<file path="config.mk">
export PLATFORM = sky130hd
export DESIGN_NAME = ff_input_cond_flat
export DESIGN_NICKNAME = d
export VERILOG_FILES = /design/src/rtl/ff_input_cond_pkg.sv /design/src/rtl/ff_input_cond_if.sv /design/src/rtl/ff_debounce_ch.sv /design/src/rtl/ff_input_cond.sv /design/src/flat_wrapper.sv
export SDC_FILE = /design/constraint.sdc
export NUM_CORES = 1
export LEC_CHECK = 0
export CORE_UTILIZATION = 60
export CTS_CLUSTER_SIZE = 24
export DETAILED_ROUTE_END_ITERATION = 8
export DONT_BUFFER_PORTS = 1
export HOLD_SLACK_MARGIN = 0.06
export PLACE_DENSITY = 0.76
export SLEW_MARGIN = 10
export SYNTH_ARGS = -nofsm -noshare
export SYNTH_HDL_FRONTEND = slang
export SYNTH_SLANG_ARGS = --single-unit
</file>
<file path="constraint.sdc">
create_clock -name clk12m -period 2.2 [get_ports clk12m]
set_input_delay 0.44 -clock clk12m [delete_from_list [all_inputs] [get_ports clk12m]]
set_output_delay 0.44 -clock clk12m [all_outputs]
set_load 0.02 [all_outputs]
</file>
<file path="src/rtl/ff_input_cond_pkg.sv">
// Shared constants, channel map and per-channel output bundle for the cabinet input conditioner.
package ff_input_pkg;

  localparam int FF_TICK_DIV_12M = 12000;
  localparam int FF_DB_CNT_DEF   = 8;
  localparam int FF_NCH_DEF      = 10;

  localparam int CH_TEST    = 0;
  localparam int CH_THROW2  = 1;
  localparam int CH_THROW1  = 2;
  localparam int CH_COINAUX = 3;
  localparam int CH_START2  = 4;
  localparam int CH_START1  = 5;
  localparam int CH_COIN2   = 6;
  localparam int CH_COIN1   = 7;
  localparam int CH_CNTRR   = 8;
  localparam int CH_CNTRL   = 9;

  typedef struct packed {
    logic level;
    logic press;
    logic rel;
  } ch_out_t;

  function automatic int max_int(input int a, input int b);
    return (a > b) ? a : b;
  endfunction

endpackage

</file>
<file path="src/rtl/ff_input_cond_if.sv">
// Switch-side bus of the input conditioner. The release pulse is called rel because
// "release" is a reserved word.
interface ff_input_cond_if import ff_input_pkg::*; #(
  parameter int NCH = FF_NCH_DEF
);
  logic [NCH-1:0] sw_raw;
  logic [NCH-1:0] sw_db;
  logic [NCH-1:0] press;
  logic [NCH-1:0] rel;
  logic           tick;
  logic           any_active;

  modport master (output sw_raw, input sw_db, press, rel, tick, any_active);
  modport slave  (input sw_raw, output sw_db, press, rel, tick, any_active);
endinterface

</file>
<file path="src/rtl/ff_debounce_ch.sv">
// One switch channel: 2-flop sync, polarity fix, tick-based debounce, edge pulses.
// Auto-repeat is built only when FF_INPUT_REPEAT_EN is defined and REP_EN is set.
module ff_debounce_ch import ff_input_pkg::*; #(
  parameter bit INV          = 1'b0,
  parameter int DB_CNT       = FF_DB_CNT_DEF,
  parameter bit REP_EN       = 1'b0,
  parameter int REPEAT_DELAY = 400,
  parameter int REPEAT_RATE  = 100
) (
  input  logic    clk12m,
  input  logic    reset_n,
  input  logic    raw_i,
  input  logic    tick_i,
  output ch_out_t out_o
);
  localparam int CW = $clog2(DB_CNT + 1);

  logic          sync1_q, sync2_q;
  logic          s;
  logic          db_q, db_d;
  logic [CW-1:0] cnt_q, cnt_d;
  logic          press_q, press_d;
  logic          rel_q, rel_d;
  logic          flip;
  logic          rep_hit;

  assign s    = sync2_q ^ INV;
  assign flip = tick_i && (s != db_q) && (cnt_q == CW'(DB_CNT - 1));

  always_comb begin
    db_d  = db_q;
    cnt_d = cnt_q;
    if (tick_i) begin
      if (s == db_q) begin
        cnt_d = '0;
      end else if (flip) begin
        cnt_d = '0;
        db_d  = ~db_q;
      end else begin
        cnt_d = cnt_q + 1'b1;
      end
    end
    press_d = (flip && !db_q) || rep_hit;
    rel_d   = flip && db_q;
  end

  always_ff @(posedge clk12m or negedge reset_n) begin
    if (!reset_n) begin
      sync1_q <= 1'b0;
      sync2_q <= 1'b0;
      db_q    <= 1'b0;
      cnt_q   <= '0;
      press_q <= 1'b0;
      rel_q   <= 1'b0;
    end else begin
      sync1_q <= raw_i;
      sync2_q <= sync1_q;
      db_q    <= db_d;
      cnt_q   <= cnt_d;
      press_q <= press_d;
      rel_q   <= rel_d;
    end
  end

`ifdef FF_INPUT_REPEAT_EN
  if (REP_EN) begin : g_rep
    localparam int RW = $clog2(max_int(REPEAT_DELAY, REPEAT_RATE) + 1);
    logic [RW-1:0] rcnt_q, rcnt_inc;
    logic          rphase_q;
    logic          rep_tick;

    // Never repeat on the tick that debounces the release.
    assign rep_tick = tick_i && db_q && !flip;
    assign rcnt_inc = rcnt_q + 1'b1;
    assign rep_hit  = rep_tick &&
                      (rcnt_inc == (rphase_q ? RW'(REPEAT_RATE) : RW'(REPEAT_DELAY)));

    always_ff @(posedge clk12m or negedge reset_n) begin
      if (!reset_n) begin
        rcnt_q   <= '0;
        rphase_q <= 1'b0;
      end else if (!db_q) begin
        rcnt_q   <= '0;
        rphase_q <= 1'b0;
      end else if (rep_tick) begin
        rcnt_q   <= rep_hit ? '0 : rcnt_inc;
        rphase_q <= rphase_q | rep_hit;
      end
    end
  end else begin : g_norep
    assign rep_hit = 1'b0;
  end
`else
  assign rep_hit = 1'b0;
`endif

  assign out_o = '{level: db_q, press: press_q, rel: rel_q};

endmodule

</file>
<file path="src/rtl/ff_input_cond.sv">
// N-channel cabinet switch conditioner: shared sample-tick prescaler, per-channel debouncers,
// registered any-active flag. Optional auto-repeat via FF_INPUT_REPEAT_EN.
module ff_input_cond import ff_input_pkg::*; #(
  parameter int             NCH          = FF_NCH_DEF,
  parameter logic [NCH-1:0] INV_MASK     = '0,
  parameter int             TICK_DIV     = FF_TICK_DIV_12M,
  parameter int             DB_CNT       = FF_DB_CNT_DEF,
  parameter logic [NCH-1:0] REPEAT_MASK  = '0,
  parameter int             REPEAT_DELAY = 400,
  parameter int             REPEAT_RATE  = 100
) (
  input  logic            clk12m,
  input  logic            reset_n,
  ff_input_cond_if.slave  io
);
  localparam int PW = (TICK_DIV > 1) ? $clog2(TICK_DIV) : 1;

  logic [PW-1:0]  presc_q, presc_d;
  logic           tick_q, tick_d;
  logic           any_q;
  logic [NCH-1:0] db_w, press_w, rel_w;
  ch_out_t        ch_out [NCH];

  // tick is registered from the next count so it is glitch-free and low in reset.
  assign presc_d = (presc_q == PW'(TICK_DIV - 1)) ? '0 : presc_q + 1'b1;
  assign tick_d  = (presc_d == PW'(TICK_DIV - 1));

  always_ff @(posedge clk12m or negedge reset_n) begin
    if (!reset_n) begin
      presc_q <= '0;
      tick_q  <= 1'b0;
      any_q   <= 1'b0;
    end else begin
      presc_q <= presc_d;
      tick_q  <= tick_d;
      any_q   <= |db_w;
    end
  end

  for (genvar gi = 0; gi < NCH; gi++) begin : g_ch
    ff_debounce_ch #(
      .INV          (INV_MASK[gi]),
      .DB_CNT       (DB_CNT),
      .REP_EN       (REPEAT_MASK[gi]),
      .REPEAT_DELAY (REPEAT_DELAY),
      .REPEAT_RATE  (REPEAT_RATE)
    ) u_ch (
      .clk12m  (clk12m),
      .reset_n (reset_n),
      .raw_i   (io.sw_raw[gi]),
      .tick_i  (tick_q),
      .out_o   (ch_out[gi])
    );
    assign db_w[gi]    = ch_out[gi].level;
    assign press_w[gi] = ch_out[gi].press;
    assign rel_w[gi]   = ch_out[gi].rel;
  end

  assign io.sw_db      = db_w;
  assign io.press      = press_w;
  assign io.rel        = rel_w;
  assign io.tick       = tick_q;
  assign io.any_active = any_q;

endmodule

</file>
<file path="src/flat_wrapper.sv">
// flat-port wrapper written by rule: the top's interface ports become plain ports
module ff_input_cond_flat import ff_input_pkg::*;
#(
  parameter int             NCH          = FF_NCH_DEF,
  parameter logic [NCH-1:0] INV_MASK     = '0,
  parameter int             TICK_DIV     = FF_TICK_DIV_12M,
  parameter int             DB_CNT       = FF_DB_CNT_DEF,
  parameter logic [NCH-1:0] REPEAT_MASK  = '0,
  parameter int             REPEAT_DELAY = 400,
  parameter int             REPEAT_RATE  = 100
)
  (clk12m, reset_n, io_sw_raw, io_sw_db, io_press, io_rel, io_tick, io_any_active);
  ff_input_cond_if #(.NCH(NCH)) io_i ();
  input  logic clk12m;
  input  logic reset_n;
  input wire logic [$bits(io_i.sw_raw)-1:0] io_sw_raw;
  output wire logic [$bits(io_i.sw_db)-1:0] io_sw_db;
  output wire logic [$bits(io_i.press)-1:0] io_press;
  output wire logic [$bits(io_i.rel)-1:0] io_rel;
  output wire logic [$bits(io_i.tick)-1:0] io_tick;
  output wire logic [$bits(io_i.any_active)-1:0] io_any_active;
  assign io_i.sw_raw = io_sw_raw;
  assign io_sw_db = io_i.sw_db;
  assign io_press = io_i.press;
  assign io_rel = io_i.rel;
  assign io_tick = io_i.tick;
  assign io_any_active = io_i.any_active;
  ff_input_cond #(.NCH(NCH), .INV_MASK(INV_MASK), .TICK_DIV(TICK_DIV), .DB_CNT(DB_CNT), .REPEAT_MASK(REPEAT_MASK), .REPEAT_DELAY(REPEAT_DELAY), .REPEAT_RATE(REPEAT_RATE)) u_core (.clk12m(clk12m), .reset_n(reset_n), .io(io_i));
endmodule
</file>
==> metrics.md, run 1 <==
| Metric | Value |
|---|---|
| Critical Path Source Type | `flop` |
| Clk root buf | `clkbuf_8` |
| TNS Setup | `0 ns` |
| Max IR drop VDD | `about 280 uV` |
| Final Skew | `slightly below 0.01 ns` |
| Largest cells by area after synthesis | `dfrtp_1 56%, buf_4 4.9%, nand3_1 4.4%` |
| Largest net degree at the start of global routing | `about 110` |
| Top FF cell, synth | `dfrtp_1` |
| Crit path DAT | `2.25 ns` |
| Clk pwr share | `36.0%` |
| DRC Markers | `0` |
| Pre-CTS setup slack | `0.256 ns` |
| Max cap viols | `0` |
| Routed vias | `between 2k and 3k` |
| Antenna-violating nets left | `0` |
| Slew @ Worst Pin | `0.538 ns` |
| Syn Std Cell Area | `approximately 4700 um2` |
| Synth cell types | `38` |
| CORE AREA | `7690 um2` |
| Ratio of total power to cell area | `645 nW/um2` |
| Final setup violating endpoints | `0` |
| Synth Area per Inst | `roughly 10 um2` |
| Avg WL per Cell | `13.2 um` |
| WS Path Type | `flop to flop` |
| CTS Buf Count | `9` |
| Critical-path top delay cell | `dfrtp_1` |
| Req. time, crit path | `between 2 and 2.5 ns` |
| Worst skew pair latency | `0.36 ns` |
| Total Wirelength | `7070 um` |
| Clock-pin slew on the worst setup and hold paths | `0.10 ns` |
| Antenna Diode Count | `0` |
| Final WS setup | `0.222 ns` |
| DR vias/cell | `5.52` |
| Design area | `4810 um2` |
| CTS tree | `yes` |
| Power share of the sequential group | `63.5%` |
| Synth Net Count | `480` |
| RSZ-0062 raised after global routing | `false` |
| Switching share of total power | `a little over a fifth` |
| Area after DPL | `4630 um2` |
| FFs w/ async S/R, synth | `100%` |
| Die ar. | `8270 um2` |
| Largest stage delay, worst path | `0.44 ns` |
| Initial antenna violation count | `0` |
| Logic pwr share | `0.5%` |
| Initial Util | `61.8%` |
| Share of cells above drive strength 1 | `5.09%` |
| GP Congestion | `0.781` |
| Rel. slew slack | `roughly 64%` |
| CTS H-Tree Depth | `3` |
| Die height | `just over 90 um` |
| CTS resizes | `0` |
| IO Count | `44` |
| Mapped Cells | `456` |
| Worst R2R Path Depth | `6` |
| Vias in the first global route | `about 2.7k` |
| Global-route wire length before repair | `12,400 um` |
| Max Root-Sink Buffers | `2` |
| Total area of sequential cells | `between 2000 and 3000 um2` |
| Synth area leader | `dfrtp_1` |
| Post-synth top area share | `55.9%` |
| Min-delay worst type | `input port to asynchronous set/reset pin` |
| CP Max Fanout | `5` |
| PortBufs | `0` |
| Rows | `32` |
| Worst hold slack | `-0.245 ns` |
| Fill cells | `612` |
| Post-synthesis sequential area ratio | `55.9%` |
| Failing checks | `hold timing` |
| Number of synthesized flops with an enable pin | `0` |
| CTS Sinks | `between 100 and 150` |
| GRT overflow | `0` |
| Final Hold Fails | `106` |
| Post-CTS Setup Inserts | `0` |
| Fmax | `0.506 GHz` |
| Switching power | `0.652 mW` |
| Tot Pwr | `~3.1 mW` |
| Leakage Power | `between 2 and 2.5 nW` |
| Synth-to-Final Area Change | `1.42%` |
| RR Startpoint | `u_core.presc_q[0]$_DFF_PN0_` |
| Die width | `91.0 um` |
| Yosys warns | `0` |
| Cell-internal power | `2.45 mW` |
| R2r setup slk | `0.22 ns` |
| Crit-path cells | `ha_1, or2b_1, nor4_1, o21bai_1, a2111o_1, nor4b_2` |
| Total track usage | `19.0%` |
| Post-DP HPWL | `about 4700 um` |
| Post-route clock period utilization | `89.9%` |
| Area of the multi-input gates | `1700 um2` |
| Minimum clock period | `between 1.5 and 2 ns` |
| Synthesis-stage register bit count | `106` |
| 1st-iter DRT viols | `126` |
| CP endpoint kind | `flop` |
| Capturing point of the worst reg2reg path | `u_core.io.tick$_DFF_PN0_` |
| Drt first pass iters | `4` |
| # nets final | `451` |
| Outcome | `finished with violations` |
| Pins Over Slew Limit | `0` |
[synthesized netlist by cell type (2+ instances only)]
master / count
dfrtp_1: 106
nand3_1: 42
o21ai_0: 41
nor2_1: 40
nand2_1: 34
inv_1: 33
buf_4: 31
xnor2_1: 17
xor2_1: 15
and3_1: 14
ha_1: 12
mux2i_1: 10
o211ai_1: 9
o31ai_1: 9
clkbuf_1: 8
nand4_1: 5
nor4_1: 4
nor3_1: 3
and2_1: 2
buf_1: 2
nand2b_1: 2
[logic make-up (layout without fill, tap and decap cells)]
| family | Yosys count | in the layout | synth area share, % |
|---|---|---|---|
| flops | 106 | 106 | 55.9 |
| fa+ha+maj | 12 | 12 | 3.16 |
| buf+inv | 74 | 50 | 8.30 |
| mux | 10 | 10 | 2.11 |
| xor+xnor | 32 | 32 | 5.90 |
| compound gates | 65 | 65 | 8.20 |
| simple gates | 157 | 157 | 16.4 |
[cells in the final DEF, fill, tap and decap left out, types with 2 or more instances in the layout]
cell	n
nand2_1	34
mux2i_1	10
nand2b_1	2
nor2_1	40
o31ai_1	9
xor2_1	15
and3_1	14
nor4_1	4
nor3_1	3
nand4_1	5
ha_1	12
nand3_1	42
xnor2_1	17
o211ai_1	9
dfrtp_1	105
inv_1	33
o21ai_0	41
clkbuf_8	11
inv_6	2
and2_1	2
[stage by stage]
step	utilization (%)	cells
floorplan	-	456
global placement	60.2	518
detailed placement	60.2	518
CTS	62.6	534
global route	62.6	534
finish	62.6	534
[worst max-delay path: cells and delay by family, from the launching register on]
family	cells	cell delay [ns]
flops	1	0.44
simple gates	3	0.68
compound gates	2	0.49
fa+ha+maj	1	0.28
[sequential cells by signal, indices dropped and copies added, names as in the netlist]
signal / count
u_core.g_ch.u_ch.cnt_q: 40
u_core.presc_q: 14
u_core.g_ch.u_ch.db_q: 10
u_core.g_ch.u_ch.press_q: 10
u_core.g_ch.u_ch.rel_q: 10
u_core.g_ch.u_ch.s: 10
u_core.g_ch.u_ch.sync1_q: 10
u_core.io.any_active: 1
u_core.io.tick: 1
[worst max path at each step]
stage / start / endpoint / slack (ns) / cells past startpoint
2_1_floorplan: u_core.presc_q[0]$_DFF_PN0_ / u_core.io.tick$_DFF_PN0_ / 0.36 / 6
3_3_place_gp: u_core.presc_q[0]$_DFF_PN0_ / u_core.io.tick$_DFF_PN0_ / 0.31 / 6
3_5_place_dp: u_core.presc_q[0]$_DFF_PN0_ / u_core.io.tick$_DFF_PN0_ / 0.26 / 6
4_1_cts: u_core.presc_q[0]$_DFF_PN0_ / u_core.io.tick$_DFF_PN0_ / 0.23 / 6
5_1_grt: u_core.presc_q[0]$_DFF_PN0_ / u_core.io.tick$_DFF_PN0_ / 0.1 / 6
6_report: u_core.presc_q[0]$_DFF_PN0_ / u_core.io.tick$_DFF_PN0_ / 0.22 / 6
[cell type report]
| class | count | area share (%) |
|---|---|---|
| inverters | 33 | 2.57 |
| flip-flops and latches | 106 | 55.1 |
| well taps | 102 | 2.65 |
| multi-input cells | 276 | 35.3 |
| repair buffers | 1 | 0.416 |
| clock inverters | 4 | 0.702 |
| clock buffers | 12 | 3.22 |
[per-layer routing]
layer	up-vias	GRT usage, %	part of all wire, %
met2	50	31.4	48
met3	8	4.10	3.9
met4	0	8.47	1.5
met1	1437	24.1	46
li1	1453	-	-
met5	-	0	0
[power by group through the flow]
stage	Clock (mW)	Combinational (mW)	Sequential, mW
2_1_floorplan	0	0.0118	2.01
3_3_place_gp	0	0.0150	2.01
3_5_place_dp	0	0.0153	2.01
4_1_cts	1.16	0.0155	1.97
5_1_grt	1.23	0.0178	1.97
6_report	1.12	0.0155	1.97
Note: power is estimated with default switching activity, not from simulation.
==> run 2: changes to the inputs <==
--- a/config.mk
+++ b/config.mk
@@ -5,6 +5,7 @@
 export SDC_FILE = /design/constraint.sdc
 export NUM_CORES = 1
 export LEC_CHECK = 0
+export CORE_ASPECT_RATIO = 1.25
 export CORE_UTILIZATION = 60
 export CTS_CLUSTER_SIZE = 24
 export DETAILED_ROUTE_END_ITERATION = 8
==> run 2 against run 1 <==
Against the previous run:
- the run still ends with hold timing left
- flip-flop and latch count did not move
- non-clock buffer count rose by 5
- critical path type unchanged
- largest cell class unchanged
- power rose by 2.7%
- clock skew rose by 0.0013 ns
==> metrics.md, run 2 (synthesized netlist as in run 1, its figures left out) <==
| Metric | Value |
|---|---|
| Antenna Diode Count | `0 (unchanged)` |
| GP Congestion | `0.827 (was 0.781)` |
| Max cap viols | `0 (unchanged)` |
| Worst hold slack | `-0.240 ns (was -0.245 ns)` |
| Final Hold Fails | `106 (unchanged)` |
| Area after DPL | `4620 um2 (was 4630 um2)` |
| DR vias/cell | `5.55 (was 5.52)` |
| Die ar. | `8270 um2 (about the same)` |
| WS Path Type | `flop to flop (unchanged)` |
| Minimum clock period | `1.94 ns (was 1.98 ns)` |
| Critical-path top delay cell | `dfrtp_1 (unchanged)` |
| CORE AREA | `7530 um2 (was 7690 um2)` |
| IO Count | `44 (unchanged)` |
| CTS H-Tree Depth | `3 (unchanged)` |
| Die width | `81.6 um (was 91.0 um)` |
| Worst skew pair latency | `0.37 ns (was 0.36 ns)` |
| Slew @ Worst Pin | `0.594 ns (was 0.538 ns)` |
| Total track usage | `19.2% (was 19.0%)` |
| Crit path DAT | `2.21 ns (was 2.25 ns)` |
| RSZ-0062 raised after global routing | `false (unchanged)` |
| WP buf/inv | `0 (unchanged)` |
| Die height | `101 um (was 91.0 um)` |
| CTS resizes | `0 (unchanged)` |
| PortBufs | `0 (unchanged)` |
| Outcome | `finished with violations (unchanged)` |
| Critical Path Source Type | `flop (unchanged)` |
| Fmax | `0.514 GHz (was 0.506 GHz)` |
| Routed vias | `2,937 (was 2,948)` |
| Global-route wire length before repair | `12,000 um (was 12,400 um)` |
| Failing checks | `hold timing (unchanged)` |
| Avg WL per Cell | `13.2 um (about the same)` |
| Initial Util | `63.0% (was 61.8%)` |
| Design area | `4860 um2 (was 4810 um2)` |
| Pins Over Slew Limit | `0 (unchanged)` |
| TNS Setup | `0 ns (unchanged)` |
| Pre-CTS setup slack | `0.268 ns (was 0.256 ns)` |
| Largest stage delay, worst path | `0.44 ns (about the same)` |
| Max FFs per register | `40 (unchanged)` |
| CTS tree | `yes (unchanged)` |
| Total Wirelength | `6980 um (was 7070 um)` |
| CP endpoint kind | `flop (unchanged)` |
| Initial antenna violation count | `0 (unchanged)` |
| Vias in the first global route | `2,786 (was 2,727)` |
| Final setup violating endpoints | `0 (unchanged)` |
| Max IR drop VDD | `375 uV (was 277 uV)` |
| # nets final | `456 (was 451)` |
| Clk root buf | `clkbuf_8 (unchanged)` |
| Share of cells above drive strength 1 | `5.49% (was 5.09%)` |
| Clock-pin slew on the worst setup and hold paths | `0.10 ns (about the same)` |
| Final WS setup | `0.255 ns (was 0.222 ns)` |
| Fill cells | `570 (was 612)` |
| Commonest non-fill, non-tap cell in the layout | `dfrtp_1 (unchanged)` |
| DRC Markers | `0 (unchanged)` |
| Post-DP HPWL | `4650 um (about the same)` |
| Ratio of total power to cell area | `656 nW/um2 (was 645 nW/um2)` |
| Tot Pwr | `3.19 mW (was 3.11 mW)` |
| Largest net degree at the start of global routing | `107 (unchanged)` |
| Drt first pass iters | `4 (unchanged)` |
| CTS Sinks | `106 (unchanged)` |
| CP Max Fanout | `5 (unchanged)` |
| Post-route clock period utilization | `88.4% (was 89.9%)` |
| Min-delay worst type | `input port to asynchronous set/reset pin (unchanged)` |
| Crit-path cells | `ha_1, or2b_1, nor4_1, o21bai_1, a2111o_1, nor4b_2 (unchanged)` |
| Max Root-Sink Buffers | `2 (unchanged)` |
| GRT overflow | `0 (unchanged)` |
| Req. time, crit path | `2.47 ns (about the same)` |
| Synth-to-Final Area Change | `2.45% (was 1.42%)` |
| Antenna-violating nets left | `0 (unchanged)` |
| 1st-iter DRT viols | `163 (was 126)` |
| CTS Buf Count | `9 (unchanged)` |
| Largest reg by FF count | `u_core.g_ch.u_ch.cnt_q (unchanged)` |
| Leakage Power | `2.23 nW (was 2.20 nW)` |
| Rows | `35 (was 32)` |
| Rel. slew slack | `60.1% (was 63.8%)` |
| Delay-heaviest family, CP | `simple AND/OR/NAND/NOR gates (unchanged)` |
| Top Registers | `u_core.g_ch.u_ch.cnt_q: 40 flops, u_core.presc_q: 14 flops (unchanged)` |
| Most frequent cells in the layout | `105 x dfrtp_1, 42 x nand3_1, 41 x o21ai_0, 40 x nor2_1, 34 x nand2_1 (unchanged)` |
| Final Skew | `0.0112 ns (was 0.00989 ns)` |
run 2: layer usage:
layer / global-route usage, % / vias up / part of all wire, %
met5: 0 / - / 0
met4: 8.10 / 0 / 1.6
met3: 5.32 / 11 / 3.1
met2: 31.1 / 44 / 49
met1: 24.0 / 1424 / 46
li1: - / 1458 / -
run 2: layout make-up:
| class | instances | area (um2) | area share, % |
|---|---|---|---|
| Clock inverter | 7 | 78.8 | 1.62 |
| Clock buffer | 9 | 124 | 2.55 |
| Tap cell | 92 | 115 | 2.37 |
| Multi-Input combinational cell | 276 | 1700 | 35.0 |
| Inverter | 33 | 124 | 2.55 |
| Timing Repair Buffer | 6 | 67.6 | 1.39 |
| Sequential cell | 106 | 2650 | 54.6 |
run 2: per-stage QoR:
stage               std cells  utilization [%]
floorplan                 456                -
global placement          509             61.3
detailed placement        509             61.3
CTS                       525             64.0
global route              529             64.6
finish                    529             64.6
run 2: path summary, 6_finish.rpt:
kind / start / end / slack, ns / cells after the start
max in group asynchronous: reset_n / u_core.presc_q[9]$_DFF_PN0_ / 2.31 / 0
min in group clk12m: io_sw_raw[1] / u_core.g_ch[1].u_ch.sync1_q$_DFF_PN0_ / 0.09 / 0
setup reg to reg: u_core.presc_q[0]$_DFF_PN0_ / u_core.io.tick$_DFF_PN0_ / 0.26 / 6
setup / recovery: u_core.presc_q[0]$_DFF_PN0_ / u_core.io.tick$_DFF_PN0_ / 0.26 / 6
hold reg to reg: u_core.g_ch[7].u_ch.sync1_q$_DFF_PN0_ / u_core.g_ch[7].u_ch.s$_DFF_PN0_ / 0.35 / 0
hold / removal: reset_n / u_core.g_ch[2].u_ch.press_q$_DFF_PN0_ / -0.24 / 0
run 2: report_power, final:
part | switching, mW | internal [mW] | total [mW]
Sequential | 0.00679 | 1.97 | 1.97
Combinational | 0.0121 | 0.00902 | 0.0211
Clock | 0.660 | 0.535 | 1.20
Total | 0.679 | 2.51 | 3.19
run 2: what timing repair did:
item	CTS	global route
setup endpoints to repair	0	0
buffers inserted	0	0
endpoints found under the hold margin	106	110
